## src/rtl/ariane_clint_pkg.sv

```systemverilog
// Shared register offsets, control register layout and tick-filter states for the CLINT timer.
package ariane_clint_pkg;

   localparam logic [15:0] MSIP_BASE     = 16'h0000;
   localparam logic [15:0] MTIMECMP_BASE = 16'h4000;
   localparam logic [15:0] MTIME_LO      = 16'hBFF8;
   localparam logic [15:0] MTIME_HI      = 16'hBFFC;
   localparam logic [15:0] CTRL_ADDR     = 16'hC000;

   typedef struct packed {
      logic [15:0] prescale;
      logic [13:0] rsvd;
      logic        src;
      logic        en;
   } ctrl_t;

   localparam ctrl_t CTRL_RESET = '{prescale: 16'h0000, rsvd: 14'h0000, src: 1'b0, en: 1'b1};

   typedef enum logic [1:0] {WAIT_HIGH, COUNT, TICK, WAIT_LOW} tick_state_e;

endpackage

```

## src/rtl/ariane_clint_tick_gen.sv

```systemverilog
// Tick source: synchronised and debounced RTC edge filter or HCLK prescaler, gated by EN.
module ariane_clint_tick_gen
   import ariane_clint_pkg::*;
#(
   parameter int STABLE_CYCLES = 5
) (
   input  logic        HCLK,
   input  logic        HRESET,
   input  logic        rtc_i,
   input  logic        en,
   input  logic        src,
   input  logic [15:0] prescale,
   input  logic        ctrl_wr,
   input  logic [15:0] wr_prescale,
   output logic        tick
);

   localparam int CW = $clog2(STABLE_CYCLES + 1);

   logic          rtc_meta_q, rtc_s_q;
   tick_state_e   state_q;
   logic [CW-1:0] count_q;
   logic          rtc_tick_q;
   logic [15:0]   pre_cnt_q;

   always_ff @(posedge HCLK) begin
      if (HRESET) begin
         rtc_meta_q <= 1'b0;
         rtc_s_q    <= 1'b0;
         state_q    <= WAIT_HIGH;
         count_q    <= '0;
         rtc_tick_q <= 1'b0;
      end else begin
         rtc_meta_q <= rtc_i;
         rtc_s_q    <= rtc_meta_q;
         rtc_tick_q <= 1'b0;
         case (state_q)
            WAIT_HIGH: if (rtc_s_q) begin
               count_q <= CW'(1);
               state_q <= COUNT;
            end
            COUNT: begin
               if (!rtc_s_q) begin
                  count_q <= '0;
                  state_q <= WAIT_HIGH;
               end else if (count_q == CW'(STABLE_CYCLES)) begin
                  rtc_tick_q <= 1'b1;
                  state_q    <= TICK;
               end else begin
                  count_q <= count_q + 1'b1;
               end
            end
            TICK: begin
               count_q <= '0;
               state_q <= WAIT_LOW;
            end
            WAIT_LOW: if (!rtc_s_q) state_q <= WAIT_HIGH;
            default:  state_q <= WAIT_HIGH;
         endcase
      end
   end

   // A CTRL write restarts the period with the value being written.
   always_ff @(posedge HCLK) begin
      if (HRESET)                            pre_cnt_q <= '0;
      else if (ctrl_wr)                      pre_cnt_q <= wr_prescale;
      else if (!en || pre_cnt_q == 16'd0)    pre_cnt_q <= prescale;
      else                                   pre_cnt_q <= pre_cnt_q - 16'd1;
   end

   assign tick = en & (src ? (pre_cnt_q == 16'd0) : rtc_tick_q);

endmodule

```

## src/rtl/ariane_clint_timer.sv

```systemverilog
// CLINT machine timer: APB register file for msip/mtimecmp/mtime/CTRL, coherent mtime reads, IRQ compare.
module ariane_clint_timer
   import ariane_clint_pkg::*;
#(
   parameter int unsigned APB_ADDR_WIDTH = 16,
   parameter int unsigned NR_CORES       = 4,
   parameter int unsigned STABLE_CYCLES  = 5
) (
   input  logic                      HCLK,
   input  logic                      HRESET,
   input  logic [APB_ADDR_WIDTH-1:0] PADDR,
   input  logic [31:0]               PWDATA,
   input  logic                      PWRITE,
   input  logic                      PSEL,
   input  logic                      PENABLE,
   output logic [31:0]               PRDATA,
   output logic                      PREADY,
   output logic                      PSLVERR,
   input  logic                      rtc_i,
   output logic [63:0]               time_o,
   output logic [NR_CORES-1:0]       timer_irq_o,
   output logic [NR_CORES-1:0]       soft_irq_o
);

   logic [15:0]         off;
   logic [9:0]          idx_msip, idx_cmp;
   logic                access, rd, wr;
   logic                msip_sel, cmp_sel, mtime_lo_sel, mtime_hi_sel, ctrl_sel, mapped;
   logic                tick;
   ctrl_t               ctrl_q;
   logic [63:0]         mtime_q;
   logic [63:0]         mtimecmp_q [NR_CORES];
   logic [NR_CORES-1:0] msip_q;
   logic [31:0]         hi_shadow_q;

   assign off      = PADDR[15:0];
   assign idx_msip = off[11:2];
   assign idx_cmp  = off[12:3];
   assign access   = PSEL & PENABLE & ~HRESET;
   assign rd       = access & ~PWRITE;
   assign wr       = access & PWRITE;

   assign msip_sel     = (off[15:12] == MSIP_BASE[15:12]) && (off[1:0] == 2'b00)
                         && (32'(idx_msip) < NR_CORES);
   assign cmp_sel      = (off[15:13] == MTIMECMP_BASE[15:13]) && (off[1:0] == 2'b00)
                         && (32'(idx_cmp) < NR_CORES);
   assign mtime_lo_sel = (off == MTIME_LO);
   assign mtime_hi_sel = (off == MTIME_HI);
   assign ctrl_sel     = (off == CTRL_ADDR);
   assign mapped       = msip_sel | cmp_sel | mtime_lo_sel | mtime_hi_sel | ctrl_sel;

   assign PREADY  = 1'b1;
   assign PSLVERR = access & ~mapped;

   ariane_clint_tick_gen #(.STABLE_CYCLES(int'(STABLE_CYCLES))) u_tick_gen (
      .HCLK        (HCLK),
      .HRESET      (HRESET),
      .rtc_i       (rtc_i),
      .en          (ctrl_q.en),
      .src         (ctrl_q.src),
      .prescale    (ctrl_q.prescale),
      .ctrl_wr     (wr & ctrl_sel),
      .wr_prescale (PWDATA[31:16]),
      .tick        (tick)
   );

   always_ff @(posedge HCLK) begin
      if (HRESET) begin
         ctrl_q      <= CTRL_RESET;
         mtime_q     <= '0;
         msip_q      <= '0;
         hi_shadow_q <= '0;
         for (int h = 0; h < int'(NR_CORES); h++) mtimecmp_q[h] <= '1;
      end else begin
         if (wr && ctrl_sel)
            ctrl_q <= '{prescale: PWDATA[31:16], rsvd: 14'h0000, src: PWDATA[1], en: PWDATA[0]};
         for (int h = 0; h < int'(NR_CORES); h++) begin
            if (wr && msip_sel && idx_msip == 10'(h)) msip_q[h] <= PWDATA[0];
            if (wr && cmp_sel && idx_cmp == 10'(h)) begin
               if (off[2]) mtimecmp_q[h][63:32] <= PWDATA;
               else        mtimecmp_q[h][31:0]  <= PWDATA;
            end
         end
         // Software writes own mtime for the cycle; a coincident tick is lost.
         if (wr && mtime_lo_sel)      mtime_q[31:0]  <= PWDATA;
         else if (wr && mtime_hi_sel) mtime_q[63:32] <= PWDATA;
         else if (tick)               mtime_q        <= mtime_q + 64'd1;
         if (rd && mtime_lo_sel) hi_shadow_q <= mtime_q[63:32];
      end
   end

   always_comb begin
      PRDATA = '0;
      if (rd) begin
         if (msip_sel || cmp_sel) begin
            for (int h = 0; h < int'(NR_CORES); h++) begin
               if (msip_sel && idx_msip == 10'(h)) PRDATA = {31'b0, msip_q[h]};
               if (cmp_sel && idx_cmp == 10'(h))
                  PRDATA = off[2] ? mtimecmp_q[h][63:32] : mtimecmp_q[h][31:0];
            end
         end else if (mtime_lo_sel) begin
            PRDATA = mtime_q[31:0];
         end else if (mtime_hi_sel) begin
            PRDATA = hi_shadow_q;
         end else if (ctrl_sel) begin
            PRDATA = ctrl_q;
         end
      end
   end

   always_comb begin
      for (int h = 0; h < int'(NR_CORES); h++) timer_irq_o[h] = (mtime_q >= mtimecmp_q[h]);
   end

   assign soft_irq_o = msip_q;
   assign time_o     = mtime_q;

endmodule

```

## config.mk

```make
export PLATFORM = sky130hd
export DESIGN_NAME = ariane_clint_timer
export DESIGN_NICKNAME = d
export VERILOG_FILES = /design/src/rtl/ariane_clint_pkg.sv /design/src/rtl/ariane_clint_tick_gen.sv /design/src/rtl/ariane_clint_timer.sv
export SDC_FILE = /design/constraint.sdc
export NUM_CORES = 1
export LEC_CHECK = 0
export CORE_UTILIZATION = 40
export DETAILED_ROUTE_END_ITERATION = 6
export GPL_ROUTABILITY_DRIVEN = 1
export HOLD_SLACK_MARGIN = 0.02
export PLACE_DENSITY = 0.64
export SETUP_SLACK_MARGIN = 0.4
export SLEW_MARGIN = 30
export SYNTH_ARGS = -nofsm -noshare
export SYNTH_HDL_FRONTEND = slang
export SYNTH_HIERARCHICAL = 1
export SYNTH_SLANG_ARGS = --single-unit
export TNS_END_PERCENT = 50
```

## constraint.sdc

```tcl
create_clock -name HCLK -period 8.95 [get_ports HCLK]
set_clock_uncertainty 0.1 [all_clocks]
set_input_delay 1.79 -clock HCLK [delete_from_list [all_inputs] [get_ports HCLK]]
set_output_delay 1.79 -clock HCLK [all_outputs]
set_load 0.03 [all_outputs]
```

[Word level (Yosys, flattened, before mapping)]
Memories as Yosys holds them, arrays and structs flattened.
Index checks and enable logic that the tools add are counted.
Operators by class
  add/sub/neg operators: 3
  reduce and logical (&&, ||, !) cells: 43
  $lt $le $gt $ge: 6
  muxes and demuxes: 70
  equal/unequal tests: 19
  bitwise logic cells: 25
Operator list (number)
  32-bit 2-to-1 mux: 27
  64-bit >= comparator: 4
  64-bit by 1-bit adder with 64-bit output, second input constant: 1
  64-bit 2-to-1 mux: 1
  16-bit equality test, second input constant: 3
  10-bit by 2-bit equality test with 1-bit output, second input constant: 4
  16-bit 2-to-1 mux: 2
  1-bit 2-to-1 mux: 31
  1-bit logical AND: 26
  10-bit by 1-bit equality test with 1-bit output, second input constant: 2
  10-bit logical NOT: 2
  10-bit by 3-bit < comparator with 1-bit output, second input constant: 2
  16-bit logical NOT: 1
  16-bit by 1-bit subtractor with 16-bit output, second input constant: 1
  1-bit OR: 12
  3-bit 2-to-1 mux: 3
  3-bit one-hot mux with 3 select lines: 1
  2-bit 2-to-1 mux: 4
  2-bit one-hot mux with 4 select lines: 1
  1-bit bitwise AND: 7
  3-bit != test, second input constant: 2
  1-bit NOT: 6
  3-bit AND reduction: 2
  2-bit equality test, second input constant: 2
  14 further kinds: 19
Word-level totals
  output and inout port bits: 106
  input port bits: 54
  register bits: 142
  memory bits (writable): 256
  memories kept: 1
Memories
  mtimecmp_q: words 4, width 64, rd ports 4, clocked after Yosys merged registers in 0, write ports 4, RTL line ariane_clint_timer.sv:32  | logic [63:0] mtimecmp_q [NR_CORES];

[Logic depth before layout (Yosys ltp)]
Gate-level depths: netlist of run 1.
  word-level depth: 14
  mapped depth: 13

[Hierarchy]
Netlist of run 1, hierarchy kept.
By module, submodules not included
  ariane_clint_timer: cells each 2479, times used 1, sequential area each 10049.6 µm², area an instance 24318.3 µm²
  ariane_clint_tick_gen: cells each 182, times used 1, sequential area each 480.5 µm², area an instance 1559.0 µm²

[Least setup slack after synthesis of run 1]
Ideal clock, no wire load.
  path kind: input port to flip-flop
  start point: input PADDR[9]
  end point: memory mtimecmp_q[2][32], enable pin
  library setup time: 0.466 ns
  arrival: 5.374 ns
  data required time: 8.384 ns
  stages: 6
  slack: 3.010 ns
  cells stage by stage: nor4_1 nand3_1 nor2_1 nand2_1 clkbuf_1 o21ai_0
RTL lines
  start, declared: RTL line ariane_clint_timer.sv:11  | input logic [APB_ADDR_WIDTH-1:0] PADDR,
  end, declared: RTL line ariane_clint_timer.sv:32

[Worst setup path after layout of run 1]
  start point: input PADDR[14]
  end point: output PRDATA[1]
Between the ends
  word-level cells in the longest chain between the ends: 13
  elaborated cells on any way between the ends: 29
  classes of those cells: 4 x eq/ne; 12 x mux; 13 x reduce/logical
RTL lines
  3-bit by 2-bit equality test with 1-bit output: RTL line ariane_clint_timer.sv:45  | assign cmp_sel = (off[15:13] == MTIMECMP_BASE[15:13]) && (off[1:0] == 2'b00)
  1-bit logical AND: RTL line ariane_clint_timer.sv:45
  1-bit logical AND: RTL line ariane_clint_timer.sv:46  | && (32'(idx_cmp) < NR_CORES);
  1-bit logical AND: RTL line ariane_clint_timer.sv:98  | if (cmp_sel && idx_cmp == 10'(h))
  32-bit 2-to-1 mux: RTL line ariane_clint_timer.sv:98
  32-bit 2-to-1 mux: RTL line ariane_clint_timer.sv:97  | if (msip_sel && idx_msip == 10'(h)) PRDATA = {31'b0, msip_q[h]};
  32-bit 2-to-1 mux: RTL line ariane_clint_timer.sv:98
  32-bit 2-to-1 mux: RTL line ariane_clint_timer.sv:97
  32-bit 2-to-1 mux: RTL line ariane_clint_timer.sv:98
  32-bit 2-to-1 mux: RTL line ariane_clint_timer.sv:97
  32-bit 2-to-1 mux: RTL line ariane_clint_timer.sv:98
  32-bit 2-to-1 mux *: RTL line ariane_clint_timer.sv:95  | if (msip_sel || cmp_sel) begin
  32-bit 2-to-1 mux *: RTL line ariane_clint_timer.sv:94  | if (rd) begin
  end, declared: RTL line ariane_clint_timer.sv:16  | output logic [31:0] PRDATA,
Every way passes the cells marked *; elsewhere a longest branch is shown, timed or not.

==> implementation parameters, run 1 <==
Parameter                              Value

CTS
  Clock edge transition at the registers on the reported setup and hold paths    0.07 ns
  Post-CTS Setup Bufs    0
  CTS H-Tree Depth    2
  CTS tree    yes
  Buffer levels on the longest clock path    3
  Number of cells upsized or downsized after cts    0
  Number of sinks on the clock net    398
  Root cell of the clock tree    clkbuf_16
  Count of hold buffers inserted by post-cts repair    0
  TritonCTS buffer count    between 40 and 50
  Clock latency of the later-clocked register in the worst-skew pair    just over 0.6 ns

Routing
  Vias per std cell    6.173
  Final wirelength    97.86 mm
  Routed Antenna Nets    0
  Vias    22630
  Number of optimization iterations in the first detailed-route pass    6
  Number of DRC violations after detailed routing    0
  WL/cell    26.70 um
  Initial detailed-routing violation count    between 2000 and 3000

STA
  Final-report max-slew violation count    0
  Actual slew at the worst max-slew pin    1.043 ns
  Hold violation total from the final report    0
  Unrepaired setup endpoints after global routing    false
  Final WS setup    between 1 and 1.5 ns
  Remaining max-slew budget at the tightest pin    30.46%
  Final Setup Violations    0
  Period utilization    87.41%
  Max Clock Freq    127.8 MHz
  Setup_tns    0 ns
  Minimum period implied by the final worst setup slack    roughly 7.8 ns

Run
  Reported max-cap violation count    0

Cells and area
  Post-synthesis to final-layout area growth    16.52%
  Sequential cell area in the final layout    10530 um2
  Total of fill cells in the finished design    about 6000
  Layout Nets    3099
  Area of combinational cells with multiple inputs    between 10000 and 15000 um2
  Most common library cell in the layout ignoring fill and taps    inv_1
  Most frequent cells in the layout    inv_1, ha_1, edfxtp_1
  Utilization after layout    47.45%
  Non-filler cells, final    roughly 3700
  Fraction of final layout cells with drive strength greater than 1    14.63%

Synth
  Post-Synthesis Net Count    2981
  Number of enable-type register cells in the synthesized netlist    between 200 and 300
  Fraction of registers with async set or reset after synthesis    0%
  Main flop type after synthesis    edfxtp_1
  Register bit count reported by yosys    398
  Syn. warnings    6
  Per-instance average area after synthesis    9.725 um2
  Netlist area before placement    25880 um2
  Sequential share of the synthesized area    between 40% and 50%
  Gate Count Post-Synth    between 2000 and 3000
  Count of cell types in the netlist    85

Place
  Number of buffers inserted by port buffering    approximately 160
  Total half-perimeter wirelength after legalization and detailed placement    69.96 mm
  Gpl congestion    between 0.9 and 1
  Minimum setup slack after placement    ~1.2 ns
  Cell Count Post-Placement    between 3000 and 4000

Setup path
  Worst Setup End Kind    primary output
  Required arrival time at the worst endpoint    roughly 7 ns
  Critical Path Fanout Max    16
  Worst Setup Start Kind    primary input
  Critical Path AT    between 5 and 6 ns
  Worst setup path category    primary input to primary output

Floorplan
  Die Y-Extent    about 260 um
  Num ports    160
  Area of the die    65720 um2
  Effective utilization at floorplan    around 40%
  Std cell rows    92
  Horizontal extent of the die    256.4 um
  CORE AREA    approximately 64000 um2

GRT
  Fraction of met3 tracks used by global routing    6.505%
  Pin count of the biggest net entering global routing    73
  Leftover overflow at the end of global routing    0
  Most utilized layer in the global route result    met2
  Met2 usage    between 40% and 50%
  Overall track demand over capacity in global routing    29.13%
  Number of global-route vias before repair    22130
  Initial antenna violation count    3
  Met1 routing resource usage after global routing    between 30 and 40%
  Global-route wire length before repair    between 100 and 150 mm

Pwr
  Peak VDD IR    0.1160 mV
  Leakage    11.94 nW
  Power density over the cells    around 160 nW/um2

Run status
  Result of the run    finished clean

Worst hold path
  Path category of the worst min-delay check    flip-flop to flip-flop
==> through the flow <==
step	hold slack, ns	total power, W	area [um2]
2_1_floorplan	0.3138	0.002524	25880
3_3_place_gp	0.3403	0.002703	28380
3_5_place_dp	0.3396	0.002721	28440
4_1_cts	0.3564	0.004780	30090
5_1_grt	0.3804	0.004915	30150
6_report	0.3562	0.004776	30150
==> power by group <==
part / internal (W) / leakage [nW] / switching [W]
clock: 0.00123 / 0.796 / 0.000852
sequential: 0.00204 / 3.73 / 0.0000757
combinational: 0.000227 / 7.42 / 0.000353
total: 0.00349 / 11.9 / 0.00128
==> state kept, by name, indices dropped and copies added, names as in the netlist, named ones only <==
signal and flops:
ctrl_q 18, hi_shadow_q 32, mtimecmp_q 256, soft_irq_o 4, time_o 64, u_tick_gen/count_q 3, u_tick_gen/pre_cnt_q 16, u_tick_gen/rtc_meta_q 1
u_tick_gen/rtc_s_q 1, u_tick_gen/rtc_tick_q 1, u_tick_gen/state_q 1
==> metal layers <==
layer / part of all wire (%) / routed length, um
met5: 0 / 0
met1: 40 / 38680
met3: 12 / 11360
met4: 4.1 / 4016
met2: 45 / 43800
==> worst paths after layout <==
path | slack, ns | depth (start not counted) | end | from
max | 1.13 | 8 | PRDATA[1] | PADDR[14]
min | 0.36 | 2 | hi_shadow_q[11] | hi_shadow_q[11]
max reg2reg | 5.26 | 9 | time_o[19] | u_tick_gen/pre_cnt_q[5]
min reg2reg | 0.36 | 2 | hi_shadow_q[11] | hi_shadow_q[11]
==> area by class of cell <==
type | instances | share of cell area [%]
sequential | 398 | 34.92
clock inverter | 31 | 1.224
timing repair buffer | 219 | 6.988
clock buffer | 55 | 4.237
multi-input combinational | 1836 | 45.64
inverter | 278 | 3.461
antenna | 2 | 0.01660
tap | 846 | 3.511
==> worst max-delay path: stages <==
cell             delay (ns)
clkdlybuf4s50_1        0.48
or4b_1                 0.49
or4_1                  0.81
nor2_2                 0.66
buf_4                  0.36
a222oi_1               0.14
a21oi_1                0.40
clkdlybuf4s50_1        0.77
==> synth_stat cells (52+ instances only) <==
cell | n | area share [%]
a21o_1 | 52 | 1.5
a21oi_1 | 177 | 3.4
clkbuf_1 | 105 | 1.5
dfxtp_1 | 142 | 11
edfxtp_1 | 256 | 30
ha_1 | 266 | 13
inv_1 | 276 | 4.0
mux4_2 | 62 | 5.4
nand2_1 | 243 | 3.5
nand3_1 | 79 | 1.5
nand4_1 | 69 | 1.7
nor2_1 | 101 | 1.5
o21ai_0 | 74 | 1.4
or2_2 | 165 | 4.0
or3_1 | 76 | 1.8
==> kinds of logic after synthesis <==
logic type | after synthesis | synth area share (%)
fa+ha+maj | 266 | 12.86
mux | 73 | 5.831
flops | 398 | 40.69
other cells | 1 | 0.01449
xor+xnor | 33 | 1.117
simple gates | 917 | 19.09
buf+inv | 427 | 6.431
compound gates | 546 | 13.96
Power figures use the tool's default switching activity.
==> inputs of run 2 (changes only) <==
==> constraint.sdc (replaced) <==
create_clock -name HCLK -period 8.95 [get_ports HCLK]
set_clock_uncertainty 0.1 [all_clocks]
set_input_delay 0.895 -clock HCLK [delete_from_list [all_inputs] [get_ports HCLK]]
set_output_delay 0.895 -clock HCLK [all_outputs]
set_load 0.03 [all_outputs]
==> run 2 against run 1 <==
The run now ends with DRC left. Sequential share of layout area increased by 0.25 points. Power decreased by 4.8%. Clock power decreased by 12%. Cell count increased by 0.14%. Worst setup slack improved by 1.8 ns. Sequential cell count unchanged. Fmax increased by 29%. Critical path type unchanged. Largest power group unchanged. Highest routed layer is now met5.
==> implementation parameters, run 2 (synthesis results as in run 1) <==
Parameter                              Value

CTS
  Root cell of the clock tree    clkbuf_16 (unchanged)
  CTS tree    yes (unchanged)
  Number of cells upsized or downsized after cts    0 (unchanged)
  Clock edge transition at the registers on the reported setup and hold paths    0.06 ns (was 0.07 ns)
  CTS H-Tree Depth    2 (unchanged)
  TritonCTS buffer count    45 (was 46)
  Count of hold buffers inserted by post-cts repair    0 (unchanged)
  Buffer levels on the longest clock path    3 (unchanged)
  Clock latency of the later-clocked register in the worst-skew pair    0.60 ns (was 0.61 ns)
  Number of sinks on the clock net    398 (unchanged)
  Post-CTS Setup Bufs    0 (unchanged)

Setup path
  Critical Path AT    5.06 ns (was 5.93 ns)
  Worst reg2reg path endpoint    time_o[10] (was time_o[19])
  FF-to-FF path depth    9 (unchanged)
  Required arrival time at the worst endpoint    7.96 ns (was 7.06 ns)
  Worst Setup Start Kind    primary input (unchanged)
  Worst setup path category    primary input to primary output (unchanged)
  Worst reg2reg path startpoint    u_tick_gen/pre_cnt_q[5] (unchanged)
  Register-to-register setup slack    5.14 ns (was 5.26 ns)
  Critical Path Fanout Max    26 (was 16)
  Worst Setup End Kind    primary output (unchanged)

Place
  Number of buffers inserted by port buffering    158 (unchanged)
  Total half-perimeter wirelength after legalization and detailed placement    70.92 mm (was 69.96 mm)
  Gpl congestion    0.9625 (was 0.9614)

Pwr
  Total net switching power    0.001242 W (was 0.001281 W)
  Peak VDD IR    0.1224 mV (was 0.1160 mV)
  Net Sw Frac    27.33% (was 26.83%)
  Power density over the cells    151.8 nW/um2 (was 158.4 nW/um2)
  P_int    0.003303 W (was 0.003495 W)
  Part of the power in registers    46.6% (was 44.3%)
  Part of the power in combinational logic    13.1% (was 12.2%)
  Clock network fraction of total power    40.4% (was 43.5%)
  Leakage    11.88 nW (was 11.94 nW)

Worst hold path
  Hold EP    u_tick_gen/rtc_s_q (was hi_shadow_q[11])
  Hold-critical path depth    1 (was 2)
  Path category of the worst min-delay check    flip-flop to flip-flop (unchanged)
  Launch point of the worst hold path    u_tick_gen/rtc_meta_q (was hi_shadow_q[11])

GRT
  Number of global-route vias before repair    21890 (was 22130)
  Global-route wire length before repair    143.1 mm (was 142.7 mm)
  Initial antenna violation count    6 (was 3)
  Overall track demand over capacity in global routing    29.22% (was 29.13%)
  Pin count of the biggest net entering global routing    80 (was 73)
  Leftover overflow at the end of global routing    0 (unchanged)

Floorplan
  Horizontal extent of the die    256.4 um (unchanged)
  Area of the die    65720 um2 (unchanged)
  Num ports    160 (unchanged)
  Effective utilization at floorplan    40.73% (unchanged)
  Std cell rows    92 (unchanged)
  Die Y-Extent    256.4 um (unchanged)
  CORE AREA    63540 um2 (unchanged)

STA
  Setup_tns    0 ns (unchanged)
  Actual slew at the worst max-slew pin    1.081 ns (was 1.043 ns)
  Smallest hold slack    0.3507 ns (was 0.3562 ns)
  Unrepaired setup endpoints after global routing    false (unchanged)
  Minimum period implied by the final worst setup slack    6.057 ns (was 7.823 ns)
  Period utilization    67.68% (was 87.41%)
  Max Clock Freq    165.1 MHz (was 127.8 MHz)
  Final Setup Violations    0 (unchanged)
  Hold violation total from the final report    0 (unchanged)
  Remaining max-slew budget at the tightest pin    27.73% (was 30.46%)
  Final-report max-slew violation count    0 (unchanged)

Run status
  Violated checks    DRC
  Result of the run    complete, but fails checks (was finished clean)

Routing
  Vias    22620 (was 22630)
  Initial detailed-routing violation count    3249 (was 2687)
  WL/cell    26.85 um (was 26.70 um)
  Routed Antenna Nets    0 (unchanged)
  Vias per std cell    6.163 (was 6.173)
  Number of DRC violations after detailed routing    8 (was 0)
  Number of optimization iterations in the first detailed-route pass    7 (was 6)
  Final wirelength    98.55 mm (was 97.86 mm)

Run
  Reported max-cap violation count    0 (unchanged)

Cells and area
  Max FFs per register    256 (unchanged)
  Fraction of final layout cells with drive strength greater than 1    14.36% (was 14.63%)
  Layout Nets    3105 (was 3099)
  Most common library cell in the layout ignoring fill and taps    inv_1 (unchanged)
  Total of fill cells in the finished design    5961 (was 5873)
  Post-synthesis to final-layout area growth    15.69% (was 16.52%)
  Most frequent cells in the layout    inv_1, ha_1, edfxtp_1 (unchanged)
  Register with the highest flop count    mtimecmp_q (unchanged)
## run 2: worst max-delay path by stage
stage / start / to / slack (ns) / cells after the start
floorplan: PADDR[9] / mtimecmp_q[2][32] / 3.91 / 6
global placement: PADDR[14] / PRDATA[0] / 2.99 / 10
detailed placement: PADDR[4] / PRDATA[0] / 2.98 / 10
CTS: PADDR[4] / PRDATA[0] / 2.96 / 10
global route: PADDR[4] / PRDATA[0] / 2.85 / 10
finish: PADDR[4] / PRDATA[0] / 2.89 / 10
## run 2: final cells by class
type                    count  area (um2)  share of cell area, %
clock inverters            20       151.4                 0.5057
well taps                 846        1059                  3.536
clock buffers              63        1254                  4.188
inverters                 278        1044                  3.486
diodes                      3       7.507                0.02508
multi-input cells        1836       13750                  45.94
flip-flops and latches    398       10530                  35.17
repair buffers            226        2141                  7.151
## run 2: worst max-delay path: stages
cell	delay [ns]
clkdlybuf4s50_1	0.53
or4b_1	0.44
or4_1	0.79
nor2_2	0.48
buf_4	0.43
a22oi_1	0.12
nand3_1	0.12
nand3_1	0.08
a21oi_1	0.39
clkdlybuf4s50_1	0.76
## run 2: metrics by stage
| stage | cell area, um2 | power [W] | setup slack [ns] | cells | util (%) |
|---|---|---|---|---|---|
| floorplan | 25880 | 0.002524 | 3.905 | 2661 | - |
| global placement | 28440 | 0.002713 | 2.995 | 3581 | 44.76 |
| detailed placement | 28490 | 0.002734 | 2.976 | 3583 | 44.84 |
| CTS | 29900 | 0.004537 | 2.964 | 3666 | 47.05 |
| global route | 29930 | 0.004669 | 2.854 | 3668 | 47.11 |
| finish | 29940 | 0.004545 | 2.893 | 3670 | 47.12 |
## run 2: layer usage
layer,GRT usage (%),vias to the layer above,wire length [um]
li1,-,9966,-
met1,38.30,11000,37650
met2,45.01,1393,43710
met3,7.968,257,12810
met4,12.79,4,4360
met5,0,-,19
## run 2: power by group through the flow
stage	clock network (W)	registers (W)	logic, W
final	0.00183	0.00212	0.000594
after detailed placement	0	0.00215	0.000581
after global placement	0	0.00215	0.000565
after CTS	0.00184	0.00211	0.000584
after global routing	0.00191	0.00212	0.000637
after floorplan	0	0.00212	0.000400
